`config.mk`:
```
export PLATFORM = sky130hd
export DESIGN_NAME = uart_rx_cmd_ctrl
export DESIGN_NICKNAME = d
export VERILOG_FILES = /design/src/rtl/uart_rx_cmd_ctrl.sv
export SDC_FILE = /design/constraint.sdc
export NUM_CORES = 1
export LEC_CHECK = 0
export BUFFER_PORTS_ARGS = -buffer_cell sky130_fd_sc_hd__clkbuf_2
export CORE_AREA = 2 2 62 64
export DETAILED_ROUTE_END_ITERATION = 12
export DIE_AREA = 0 0 64 66
export PLACE_DENSITY_LB_ADDON = 0.2
export RECOVER_POWER = 25
export SETUP_SLACK_MARGIN = 0.3
export SKIP_CTS_REPAIR_TIMING = 1
export SLEW_MARGIN = 10
export SYNTH_ARGS = -nofsm -noshare
export SYNTH_HDL_FRONTEND = slang
export SYNTH_SLANG_ARGS = --single-unit
```
`constraint.sdc`:
```
create_clock -name CLK -period 3 [get_ports CLK]
set_input_delay 0.15 -clock CLK [delete_from_list [all_inputs] [get_ports CLK]]
set_output_delay 0.15 -clock CLK [all_outputs]
set_load 0.01 [all_outputs]
```
`src/rtl/uart_rx_cmd_ctrl.sv`:
```
// Command controller behind the UART receiver: parses AA/BB frames into register-file
// writes and reads, and returns read data to the UART transmitter.
module uart_rx_cmd_ctrl #(
    parameter int unsigned           DATA_WIDTH  = 8,
    parameter int unsigned           ADDR_WIDTH  = 4,
    parameter logic [DATA_WIDTH-1:0] CMD_WR      = 8'hAA,
    parameter logic [DATA_WIDTH-1:0] CMD_RD      = 8'hBB,
    parameter logic [15:0]           TIMEOUT_CYC = 16'd4096
) (
    input  logic                  CLK,
    input  logic                  RST,
    input  logic [DATA_WIDTH-1:0] RX_P_DATA,
    input  logic                  RX_D_VLD,
    input  logic [DATA_WIDTH-1:0] RF_RD_DATA,
    input  logic                  RF_RD_VLD,
    input  logic                  TX_BUSY,
    output logic [ADDR_WIDTH-1:0] RF_ADDR,
    output logic [DATA_WIDTH-1:0] RF_WR_DATA,
    output logic                  RF_WR_EN,
    output logic                  RF_RD_EN,
    output logic [DATA_WIDTH-1:0] TX_P_DATA,
    output logic                  TX_D_VLD,
    output logic                  CMD_ERR
);

    localparam logic [2:0] StIdle   = 3'd0;
    localparam logic [2:0] StWrAddr = 3'd1;
    localparam logic [2:0] StWrData = 3'd2;
    localparam logic [2:0] StRdAddr = 3'd3;
    localparam logic [2:0] StRdWait = 3'd4;
    localparam logic [2:0] StTxWait = 3'd5;

    // The counter restarts the cycle after an accepted byte, so expiring one count early
    // lands CMD_ERR exactly TIMEOUT_CYC cycles after that byte's strobe.
    localparam logic [15:0] ExpireCnt = TIMEOUT_CYC - 16'd2;

    logic [2:0]            r_state;
    logic [15:0]           r_cnt;
    logic [ADDR_WIDTH-1:0] r_addr;
    logic [DATA_WIDTH-1:0] r_wr_data;
    logic [DATA_WIDTH-1:0] r_tx_data;
    logic                  r_wr_en;
    logic                  r_rd_en;
    logic                  r_tx_vld;
    logic                  r_err;

    logic [2:0]            w_state_nxt;
    logic [15:0]           w_cnt_nxt;
    logic [ADDR_WIDTH-1:0] w_addr_nxt;
    logic [DATA_WIDTH-1:0] w_wr_data_nxt;
    logic [DATA_WIDTH-1:0] w_tx_data_nxt;
    logic                  w_wr_en_nxt;
    logic                  w_rd_en_nxt;
    logic                  w_tx_vld_nxt;
    logic                  w_err_nxt;
    logic                  w_timed;
    logic                  w_expire;

    assign w_timed  = (r_state == StWrAddr) || (r_state == StWrData) ||
                      (r_state == StRdAddr) || (r_state == StRdWait);
    assign w_expire = w_timed && (r_cnt == ExpireCnt);

    always_comb begin
        w_state_nxt   = r_state;
        w_cnt_nxt     = w_timed ? r_cnt + 16'd1 : 16'd0;
        w_addr_nxt    = r_addr;
        w_wr_data_nxt = r_wr_data;
        w_tx_data_nxt = r_tx_data;
        w_wr_en_nxt   = 1'b0;
        w_rd_en_nxt   = 1'b0;
        w_tx_vld_nxt  = 1'b0;
        w_err_nxt     = 1'b0;

        case (r_state)
            StIdle: begin
                if (RX_D_VLD) begin
                    w_cnt_nxt = 16'd0;
                    if (RX_P_DATA == CMD_WR) begin
                        w_state_nxt = StWrAddr;
                    end else if (RX_P_DATA == CMD_RD) begin
                        w_state_nxt = StRdAddr;
                    end else begin
                        w_err_nxt = 1'b1;
                    end
                end
            end
            StWrAddr: begin
                if (RX_D_VLD) begin
                    w_addr_nxt  = RX_P_DATA[ADDR_WIDTH-1:0];
                    w_cnt_nxt   = 16'd0;
                    w_state_nxt = StWrData;
                end else if (w_expire) begin
                    w_err_nxt   = 1'b1;
                    w_cnt_nxt   = 16'd0;
                    w_state_nxt = StIdle;
                end
            end
            StWrData: begin
                if (RX_D_VLD) begin
                    w_wr_data_nxt = RX_P_DATA;
                    w_wr_en_nxt   = 1'b1;
                    w_cnt_nxt     = 16'd0;
                    w_state_nxt   = StIdle;
                end else if (w_expire) begin
                    w_err_nxt   = 1'b1;
                    w_cnt_nxt   = 16'd0;
                    w_state_nxt = StIdle;
                end
            end
            StRdAddr: begin
                if (RX_D_VLD) begin
                    w_addr_nxt  = RX_P_DATA[ADDR_WIDTH-1:0];
                    w_rd_en_nxt = 1'b1;
                    w_cnt_nxt   = 16'd0;
                    w_state_nxt = StRdWait;
                end else if (w_expire) begin
                    w_err_nxt   = 1'b1;
                    w_cnt_nxt   = 16'd0;
                    w_state_nxt = StIdle;
                end
            end
            StRdWait: begin
                // Stray RX bytes are dropped and flagged; they do not restart the timeout.
                if (RX_D_VLD) begin
                    w_err_nxt = 1'b1;
                end
                if (RF_RD_VLD) begin
                    w_tx_data_nxt = RF_RD_DATA;
                    w_cnt_nxt     = 16'd0;
                    w_state_nxt   = StTxWait;
                end else if (w_expire) begin
                    w_err_nxt   = 1'b1;
                    w_cnt_nxt   = 16'd0;
                    w_state_nxt = StIdle;
                end
            end
            StTxWait: begin
                if (RX_D_VLD) begin
                    w_err_nxt = 1'b1;
                end
                if (!TX_BUSY) begin
                    w_tx_vld_nxt = 1'b1;
                    w_state_nxt  = StIdle;
                end
            end
            default: begin
                w_cnt_nxt   = 16'd0;
                w_state_nxt = StIdle;
            end
        endcase
    end

    always_ff @(posedge CLK or posedge RST) begin
        if (RST) begin
            r_state   <= StIdle;
            r_cnt     <= 16'd0;
            r_addr    <= '0;
            r_wr_data <= '0;
            r_tx_data <= '0;
            r_wr_en   <= 1'b0;
            r_rd_en   <= 1'b0;
            r_tx_vld  <= 1'b0;
            r_err     <= 1'b0;
        end else begin
            r_state   <= w_state_nxt;
            r_cnt     <= w_cnt_nxt;
            r_addr    <= w_addr_nxt;
            r_wr_data <= w_wr_data_nxt;
            r_tx_data <= w_tx_data_nxt;
            r_wr_en   <= w_wr_en_nxt;
            r_rd_en   <= w_rd_en_nxt;
            r_tx_vld  <= w_tx_vld_nxt;
            r_err     <= w_err_nxt;
        end
    end

    assign RF_ADDR    = r_addr;
    assign RF_WR_DATA = r_wr_data;
    assign RF_WR_EN   = r_wr_en;
    assign RF_RD_EN   = r_rd_en;
    assign TX_P_DATA  = r_tx_data;
    assign TX_D_VLD   = r_tx_vld;
    assign CMD_ERR    = r_err;

endmodule
```
==> results of run 1 <==
## report_power, final
| part | switching, mW | internal, mW |
|---|---|---|
| clock | 0.178 | 0.197 |
| sequential | 0.134 | 0.758 |
| combinational | 0.323 | 0.328 |
| total | 0.635 | 1.28 |
## metal layers
metal | up-vias | share of wire
met2 | 51 | 0.51
met4 | 0 | 0.014
li1 | 684 | -
met1 | 686 | 0.41
met5 | - | 0
met3 | 6 | 0.064
## how the worst max path moves through the flow
stage | startpoint | endpoint | slack [ps]
6_report | r_cnt[3] | r_cnt[7] | 1150
3_3_place_gp | r_cnt[2] | r_cnt[2] | 1300
5_1_grt | r_cnt[3] | r_cnt[10] | 960
4_1_cts | r_cnt[2] | r_cnt[5] | 1150
3_5_place_dp | r_cnt[2] | r_cnt[5] | 1180
2_1_floorplan | r_state[0] | r_cnt[2] | 1490
## per-stage QoR
step	util	power [mW]	setup slack, ps
after detailed placement	0.625	1.56	1180
after CTS	0.649	1.94	1150
after floorplan	-	1.34	1490
after global placement	0.625	1.52	1300
final	0.655	1.92	1150
after global routing	0.655	2.04	963
## registers in the layout (all words and copies together) (netlist names)
| name | flops |
|---|---|
| r_cnt | 16 |
| CMD_ERR | 1 |
| RF_RD_EN | 1 |
| TX_P_DATA | 8 |
| RF_WR_DATA | 8 |
| RF_WR_EN | 1 |
| r_state | 3 |
| TX_D_VLD | 1 |
| RF_ADDR | 4 |
## cells by family after synthesis
group                      share of synthesized area
and+or+nand+nor                                0.177
DFF                                            0.544
muxes                                          0.120
AOI/OAI and AO/OA                             0.0639
xor gates and xnor gates                      0.0531
buffers and inverters                         0.0297
adders and majority gates                     0.0126
## Yosys cell counts
master	instances	area, sq um
o21ai_4	1	16.3
o2bb2ai_1	1	8.76
and2_1	2	12.5
ha_1	2	25.0
o211ai_1	3	22.5
nand3b_1	1	7.51
and4_1	2	17.5
or3_2	1	7.51
buf_6	2	22.5
dfrtp_1	43	1080
nor3_1	2	10.0
nand4b_1	1	8.76
inv_1	3	11.3
xnor2_1	2	17.5
nand4_1	5	31.3
nand3_4	1	17.5
and4_4	1	11.3
nor4b_1	1	8.76
a31oi_1	1	6.26
and3_1	3	18.8
and3b_1	1	8.76
buf_2	2	10.0
a21oi_2	1	8.76
o21ai_0	5	25.0
nand3_1	6	30.0
mux2_2	21	236
nand2b_1	1	6.26
xor2_1	10	87.6
nor2b_1	3	18.8
nand2_1	6	22.5
and4b_1	1	10.0
a2bb2oi_1	1	8.76
clkbuf_1	4	15.0
a21oi_1	3	15.0
or3_1	2	12.5
nor3b_1	1	7.51
o31ai_1	2	15.0
nor2_1	19	71.3
or4_4	1	11.3
## final cells by class
| class | instances | area [sq um] | area share |
|---|---|---|---|
| multi-input combinational | 114 | 843 | 0.363 |
| timing repair buffer | 47 | 248 | 0.107 |
| inverter | 3 | 11.3 | 0.00484 |
| sequential | 43 | 1080 | 0.463 |
| clock inverter | 2 | 35.0 | 0.0151 |
| tap | 48 | 60.1 | 0.0258 |
| clock buffer | 6 | 51.3 | 0.0221 |
==> run summary, run 1 <==
The run finished with clean final reports. The core region is 3550 sq um. The area added between synthesis and finish is 17.5%.

Across every metal layer, demand over resource in global routing totals 0.198. The detail route stage leaves a number of antenna-violating nets equal to 0. The clock passes through at most 2 buffers.

The H-tree was split into 2 levels. The top-level port count is 45. The slowest stage cell on the critical path is o21ai_4.

The proportion of layout cells with a drive suffix above 1 is 0.372. During synthesis, Yosys emitted a total of 0 warnings. Summed over all nets, the half-perimeter wirelength after detailed placement is 2.75 mm. The tightest hold path in the finished design has a slack of 28.5 ps. In the layout the commonest cells are clkbuf_2 (44), dfrtp_1 (43), mux2_2 (21), nor2_1 (19), xor2_1 (10).

0 antenna diodes ended up in the layout. The critical path arrival is 2070 ps. The first-pass GRT wire length came out at 6.35 mm. Traced cell by cell, the critical path runs through and4_1 > nand3_1 > o21ai_4 > nor2_1. The power density over the cells is 825 nW/um^2. The number of buffers and inverters on the critical path came out at 0. The number of logic stages on the critical path including buffering came out at 4. The post-synth net total came out at 191. The beginning of the worst register-to-register path is r_cnt[3]. The terminus of the critical flop-to-flop path is r_cnt[7]. The share of the Yosys chip area taken by registers is 0.544. The minimum clock period is 1850 ps.

The unique cell type count in the Yosys netlist came out at 39. The largest single stage delay on the critical path is 460 ps. The cell sitting at the root of the clock tree is a clkbuf_4. The detailed-router iteration count before antenna repair is 4. The clock latency on the worst-skew pair is 350 ps. In the finished design, the share of the clock period the worst path needs comes to 0.615. The depth of the worst register-to-register path came out at 4. Setup repair after global routing left no endpoint under its margin. The final instance area came out at 2320 sq um. The global routing met2 resource utilization came out at 0.365. The CTS sink count came out at 43. For this block, the routed nets add up to 3.68 mm of wire. The aggregate global routing overflow came out at 0.

In this run the static leakage power is 1.08 nW. In this run the horizontal extent of the chip is 64 um. The DRC violation total after the first TritonRoute iteration is 51. The gate count after technology mapping is 168.

The setup slack of the most critical reg-to-reg path came out at 1150 ps. The highest clock frequency the design can meet is 542 MHz. The cell depth of the worst min-delay path came out at 2.

The ratio of routed vias to standard cells came out at 5.43. The total count of max-transition violations in the final report is 0. The die is 66 um tall.

For hold timing, the worst endpoint is TX_P_DATA[5]. Across the routed clock network, the largest skew measured is 6.93 ps. Synthesis inferred 43 register bits. The cell total after placement is 253. Max-cap violations in this run came to 0. Leaving out filler cells and counting taps, the final layout contains 263. The final total negative setup slack is 0 ps.

The count of input and output buffers is 44. STA classifies the critical path startpoint as a register. The maximum ir drop on the vdd rail came out at 465 uV. In this run the most used layer during global routing was met2. The worst min-delay path class is in -> reg. In this run, CTS created clock tree buffers numbering 5. The instance area after placement is 2220 sq um. The filler cell count is 283. The number of antenna violations at the first check in global routing is 0. The count of vias placed by the detailed router came out at 1427. The die area came out at 4220 sq um. The peak fanout along the critical path is 16. The netlist area before placement is 1980 sq um.

The initialized floorplan defines 22 standard-cell rows. At the end of routability-driven placement, the weighted congestion stood at 0.891. The endpoint kind of the worst setup timing path is a register. The transition time at the pin with the least slew margin came out at 521 ps. Among cell families on the critical path, the largest total delay comes from simple AND/OR/NAND/NOR gates. The average size of a mapped cell came out at 11.8 sq um. TritonCTS built the clock tree. The most common cell after layout, fill and taps aside is clkbuf_2. The met3 usage came out at 0.0596. The startpoint of the most critical hold path is RF_RD_DATA[5]. The residual DRC count is 0.

The count of endpoints failing setup in the final report came out at 0. The worst max-slew margin expressed relative to the limit is 0.653. The final net count is 237.

The number of global-route vias before repair came out at 1488. The final hold violation count is 0. Entering global routing, the biggest net connects 44 pins. After clock tree synthesis, the clock-pin slew on the worst setup and hold paths is 120 ps. The met1 routing resource usage after global routing came out at 0.212. The initial cell density of the core is 0.557. Data on the critical path is required at its endpoint by 3220 ps. In the final routed layout, each cell accounts on average for 14.0 um. The critical path is of the reg -> reg type.
Power figures use the tool's default switching activity.
==> run 2, diff against run 1 <==
--- a/config.mk
+++ b/config.mk
@@ -6,9 +6,9 @@
 export NUM_CORES = 1
 export LEC_CHECK = 0
 export BUFFER_PORTS_ARGS = -buffer_cell sky130_fd_sc_hd__clkbuf_2
-export CORE_AREA = 2 2 62 64
+export CORE_AREA = 2 2 68 70
 export DETAILED_ROUTE_END_ITERATION = 12
-export DIE_AREA = 0 0 64 66
+export DIE_AREA = 0 0 70 72
 export PLACE_DENSITY_LB_ADDON = 0.2
 export RECOVER_POWER = 25
 export SETUP_SLACK_MARGIN = 0.3
==> constraint.sdc (replaced) <==
create_clock -name CLK -period 1.55 [get_ports CLK]
set_input_delay 0.0775 -clock CLK [delete_from_list [all_inputs] [get_ports CLK]]
set_output_delay 0.0775 -clock CLK [all_outputs]
set_load 0.01 [all_outputs]
==> run 2 against run 1 <==
  * Via count is 4.3% higher
  * Sequential share of layout area is 4.4 points lower
  * Cell area is 11% higher
  * Power is 120% higher
  * Non-clock buffer count is 20 higher
  * Combinational power grew to 2.5 times the previous value
  * Die area is 19% higher
  * Highest routed layer unchanged
==> run summary, run 2 (synthesized netlist as in run 1, its figures left out) <==
The run finished with clean final reports. The final worst clock skew came out at 3.26 ps. The start point of the critical path is r_state[1]. The count of endpoints failing setup in the final report came out at 0. The beginning of the worst register-to-register path is r_state[1]. The detailed-route wire length per cell is 14.0 um. The number of buffers created by CTS is 5. The count of input and output buffers came out at 44. The die area came out at 5040 sq um.

The depth of the worst register-to-register path came out at 5. Of the cells placed in the final design, the portion with a size suffix greater than 1 is 0.383. The minimum clock period is 1500 ps. The worst setup path is launched from a register. For this block, the via count after detailed routing is 1489.

The final hold violation count came out at 0. The total count of max-transition violations in the final report came out at 0. The number of antenna violations at the first check in global routing is 0. The highest clock frequency the design can meet is 668 MHz.

Setup repair after global routing could not meet its margin everywhere. The initialized floorplan defines 24 standard-cell rows. The worst-case clock buffer depth is 2. The first-pass GRT wire length is 6.58 mm. The leakage dissipation is 1.17 nW. The number of max-cap violations came out at 0. The met3 usage came out at 0.0486.

The detailed-route wire length is 4.03 mm. Of all nets on the critical path, the largest fanout is 6. In the routed design, unresolved DRC markers number 0. The CTS sink count came out at 43. The clock latency on the worst-skew pair came out at 290 ps.

The library cell used most frequently in the layout, excluding fill and tap cells, is dfrtp_1. The wire-length estimate of the detail-placed layout is 2.85 mm. For the worst setup path, the data arrival time is 1710 ps. The final total negative setup slack is 0 ps. For this run, the total global-route usage over all layers was measured as 0.164.

The top-level port count is 45. The setup path with the least slack is of type reg -> reg. The DRC violation total after the first TritonRoute iteration came out at 86. For the worst setup path, the data required time is 1760 ps. In this run the power density over the cells is 1600 nW/um^2. The startpoint of the most critical hold path is RF_RD_DATA[1]. The worst max-slew margin expressed relative to the limit came out at 0.377. The transition time at the pin with the least slew margin came out at 935 ps. The global routing met2 resource utilization is 0.270. The H-tree was split into 2 levels. The x dimension of the die came out at 70 um. The maximum ir drop on the vdd rail came out at 1030 uV. In this run the worst hold path is classified as in -> reg. Compared with the post-synthesis result, the final layout area differs by 30.2%. The global routing stage identified its most utilized layer as met2. The core region is 4260 sq um. The number of antenna diodes in the final layout is 0. The met1 routing resource usage after global routing is 0.205.

The number of nets with antenna violations after detailed routing is 0. The initial cell density of the core came out at 0.464. The tree is rooted in a clkbuf_8. The share of the cycle needed by the critical path after routing is 0.966. TritonCTS built the clock tree. For this run, the post-layout net count is 257. The flip-flop count of the largest register, all copies and words added came out at 16.

The number of global-route vias before repair is 1493. STA classifies the critical path endpoint as a register. The pre-antenna-repair detailed-routing pass consisted of 4 iterations. Global routing finished with a remaining overflow of 0.

The floorplan die height came out at 72 um. Along the worst hold path, the cell count comes to 2. Counting flops per register, the top entry is r_cnt.

The pin count of the biggest net entering global routing came out at 44. The top cell types in the final layout, fill and taps aside, are dfrtp_1 (40), clkbuf_1 (25), clkbuf_2 (20), nor2_1 (18), buf_4 (18). The total power after layout is 4.12 mW.

The ratio of routed vias to standard cells is 5.19. After clock tree synthesis, the clock-pin slew on the worst setup and hold paths is 80 ps. The weighted congestion reported at the end of routability-driven placement came out at 0.808.
-- run 2: cell count changes in the layout (fill, tap and decap cells not counted), sizes merged --
cell,delta
clkbuf,+2
clkinv,-1
buf,+20
bufinv,-1
-- run 2: worst paths after layout --
path / to / slack, ps
max: r_state[1] / 50
max in group asynchronous: r_state[2] / 300
min in group asynchronous: CMD_ERR / 610
min reg2reg: TX_P_DATA[6] / 510
min: TX_P_DATA[1] / 20
max reg2reg: r_state[1] / 50
-- run 2: through the flow --
step / hold slack [ps] / setup WS [ps] / cells / cell area, sq um / util
floorplan: 149 / 126 / 168 / 2080 / -
global placement: 216 / 77.1 / 273 / 2430 / 0.569
detailed placement: 227 / 14.2 / 273 / 2430 / 0.569
CTS: -88.9 / 7.29 / 281 / 2530 / 0.592
global route: 10.8 / 5.92 / 287 / 2570 / 0.604
finish: 17.1 / 52.9 / 287 / 2570 / 0.604
-- run 2: where the power goes --
group | internal (mW) | switching (mW) | leakage, nW
sequential | 1.48 | 0.223 | 0.555
combinational | 0.874 | 0.784 | 0.562
clock | 0.407 | 0.360 | 0.0515
-- run 2: cell type report --
| class | count | area [sq um] |
|---|---|---|
| Multi-Input combinational cell | 114 | 928 |
| Inverter | 3 | 11.3 |
| Clock buffer | 8 | 100 |
| Sequential cell | 43 | 1080 |
| Tap cell | 52 | 65.1 |
| Timing Repair Buffer | 67 | 390 |
| Fill cell | 360 | 1690 |
-- run 2: critical path, stage by stage (launching register included) --
cell and delay (ps):
dfrtp_2 460, or3_4 390, nand4_1 150, buf_4 150, o211ai_1 90, a21oi_1 170
-- run 2: metal layers --
layer,share of wire,vias to the layer above
met5,0,-
met3,0.049,4
met2,0.51,33
li1,-,725
met4,0.010,0
met1,0.43,727
==> run 3, diff against run 2 <==
--- a/config.mk
+++ b/config.mk
@@ -6,9 +6,10 @@
 export NUM_CORES = 1
 export LEC_CHECK = 0
 export BUFFER_PORTS_ARGS = -buffer_cell sky130_fd_sc_hd__clkbuf_2
-export CORE_AREA = 2 2 68 70
+export CAP_MARGIN = 15
+export CORE_AREA = 2 2 65 67
 export DETAILED_ROUTE_END_ITERATION = 12
-export DIE_AREA = 0 0 70 72
+export DIE_AREA = 0 0 67 69
 export PLACE_DENSITY_LB_ADDON = 0.2
 export RECOVER_POWER = 25
 export SETUP_SLACK_MARGIN = 0.3
==> constraint.sdc (replaced) <==
create_clock -name CLK -period 1.53 [get_ports CLK]
set_input_delay 0.0765 -clock CLK [delete_from_list [all_inputs] [get_ports CLK]]
set_output_delay 0.0765 -clock CLK [all_outputs]
set_load 0.01 [all_outputs]
==> run 3 against run 2 <==
  * Sequential power increased by 3%
  * Routed wire length increased by 6.6%
  * Clock skew increased by 5.0 ps
  * Critical endpoint is now RF_WR_DATA[1]
==> run summary, run 3 (synthesized netlist as in run 1, its figures left out) <==
The run finished with clean final reports. After clock tree synthesis, the clock-pin slew on the worst setup and hold paths is 80 ps. The part of the power in combinational logic came out at 0.402. The region available for standard cell placement spans 3910 sq um.

The worst-case clock buffer depth is 2. The peak fanout along the critical path is 9. The count of endpoints failing setup in the final report came out at 0. Port buffering added 44 buffers. The share of the cycle needed by the critical path after routing is 0.982. The internal portion of the total power is 3.20 mW. The aggregate global routing overflow came out at 0. The die area is 4620 sq um. The leakage dissipation is 1.31 nW. The slowest stage cell on the critical path is dfrtp_2. The register with the most flip-flops in the layout has 16 of them. The top-level port count came out at 45. The placement row count came out at 23. The number of buffers created by CTS came out at 5. Setup repair after global routing could not meet its margin everywhere. Among cell families on the critical path, the largest total delay comes from flip-flops. Entering global routing, the biggest net connects 24 pins.

The routed design uses 2.27 mm of met2 wire. At the worst endpoint, the arrival time is 1690 ps. The count of vias placed by the detailed router came out at 1511. The utilization after layout is 0.702.

The clock latency on the worst-skew pair is 300 ps. Counting tap cells, the placed design contains a total of 276 instances. The library cell used as clock root buffer is clkbuf_8. The area growth from synthesis to layout is 38.8%. Once detail routing completed, the nets flagged for antenna violations numbered 0. The HPWL after detailed placement is 3.08 mm. The worst setup path is captured at a register. The number of global-route vias before repair came out at 1541. Power comes to 4.66 mW. The first-pass GRT wire length came out at 7.11 mm.

The register with the most flip-flops is r_cnt. In the final layout, the share of cells above drive strength 1 is 0.490. Dividing the detail-routed via count by the number of cells gives 5.19. Measured along the x axis, the die boundary spans 67 um.

For this run, design rule violations remaining after detail routing come to 0. The category of the most critical setup path is reg -> reg. The largest single stage delay on the critical path is 460 ps.

In the layout the commonest cells are clkbuf_2 (46), dfrtp_1 (40), buf_4 (21), nor2_1 (18), mux2_4 (16). Routability-driven placement finished with a final weighted congestion of 0.790. At the end of the flow, the number of nets in the layout was 263.

The detailed-route wire length per cell is 14.8 um. The number of antenna violations at the first check in global routing is 0. The number of antenna repair diodes is 0. The detailed-routed wire length on met3 came out at 192 um.

Static timing analysis puts the maximum clock frequency at 665 MHz. After layout, the minimum clock period comes to 1500 ps. In this run the tightest slew margin relative to its limit is 0.617. The CTS sink count is 43.

The total count of max-transition violations in the final report came out at 0. TritonCTS built the clock tree. The signal on the critical path passes through buf_4 > nor2b_4 > and3b_2 > buf_12 > mux2_4. The H-tree generated during clock tree synthesis spans 2 levels. The floorplan die height is 69 um. The final hold violation count is 0.

The worst setup path is launched from a register. The global routing usage summed across all routing layers is 0.202. The maximum ir drop on the vdd rail is 926 uV. Dividing total power by cell area gives a power density of 1700 nW/um^2.

The detailed-router iteration count before antenna repair is 4. Of the total power, registers draw 0.375. The final-layout worst hold slack is 6.35 ps. The DRC violation total after the first TritonRoute iteration came out at 70. The detailed-route wire length came out at 4.29 mm. The net switching power came out at 1.46 mW. The transition time at the pin with the least slew margin is 575 ps. The portion of total power attributed to the clock network is 0.223. The number of buffers and inverters on the critical path is 2. Of the total power, the share spent switching nets is 0.314.

The highest layer touched by signal routing is met4. The initial cell density of the core came out at 0.505. The tightest min-delay check is of the in -> reg type. The count of placed standard cells in the final layout, fillers left out is 291. The final worst clock skew came out at 8.27 ps. Leaving out fill and tap cells, the most frequent cell in the layout is clkbuf_2. In the final routing, the length of wire on met1 measures 1.79 mm. The number of max-cap violations came out at 0. The endpoint required time on the critical path came out at 1710 ps.
run 3: power groups by stage:
| stage | registers, mW | clock network (mW) | logic, mW |
|---|---|---|---|
| 2_1_floorplan | 1.82 | 0 | 0.999 |
| 3_3_place_gp | 1.72 | 0 | 1.61 |
| 3_5_place_dp | 1.74 | 0 | 1.67 |
| 4_1_cts | 1.73 | 1.06 | 1.67 |
| 5_1_grt | 1.80 | 1.12 | 2.02 |
| 6_report | 1.75 | 1.04 | 1.87 |
run 3: per-layer routing:
metal | vias up | GRT usage
li1 | 734 | -
met4 | 0 | 0.0612
met3 | 5 | 0.0538
met5 | - | 0
met1 | 731 | 0.261
met2 | 41 | 0.328
run 3: path summary, 6_finish.rpt:
path,from,endpoint,slack [ps],cells past startpoint
min in group asynchronous,RST,TX_P_DATA[4],440,4
min reg2reg,RF_ADDR[3],RF_ADDR[3],510,1
max,r_state[2],RF_WR_DATA[1],30,5
min,RF_RD_DATA[4],TX_P_DATA[4],6,2
max reg2reg,r_state[2],RF_WR_DATA[1],30,5
max in group asynchronous,RST,r_state[1],660,4
run 3: cell type report:
cell class                 count  area [sq um]
multi-input combinational    114           987
fill                         302          1170
clock buffer                   6          72.6
sequential                    43          1080
tap                           50          62.6
inverter                       3          11.3
timing repair buffer          73           473
clock inverter                 2          60.1
run 3: through the flow:
step / instance area (sq um) / worst slack, ps / TNS, ps
3_5_place_dp: 2460 / 9.29 / 0
4_1_cts: 2590 / -17.5 / -110
2_1_floorplan: 2080 / 106 / 0
3_3_place_gp: 2460 / 38.0 / 0
6_report: 2750 / 26.9 / 0
5_1_grt: 2750 / 1.36 / 0
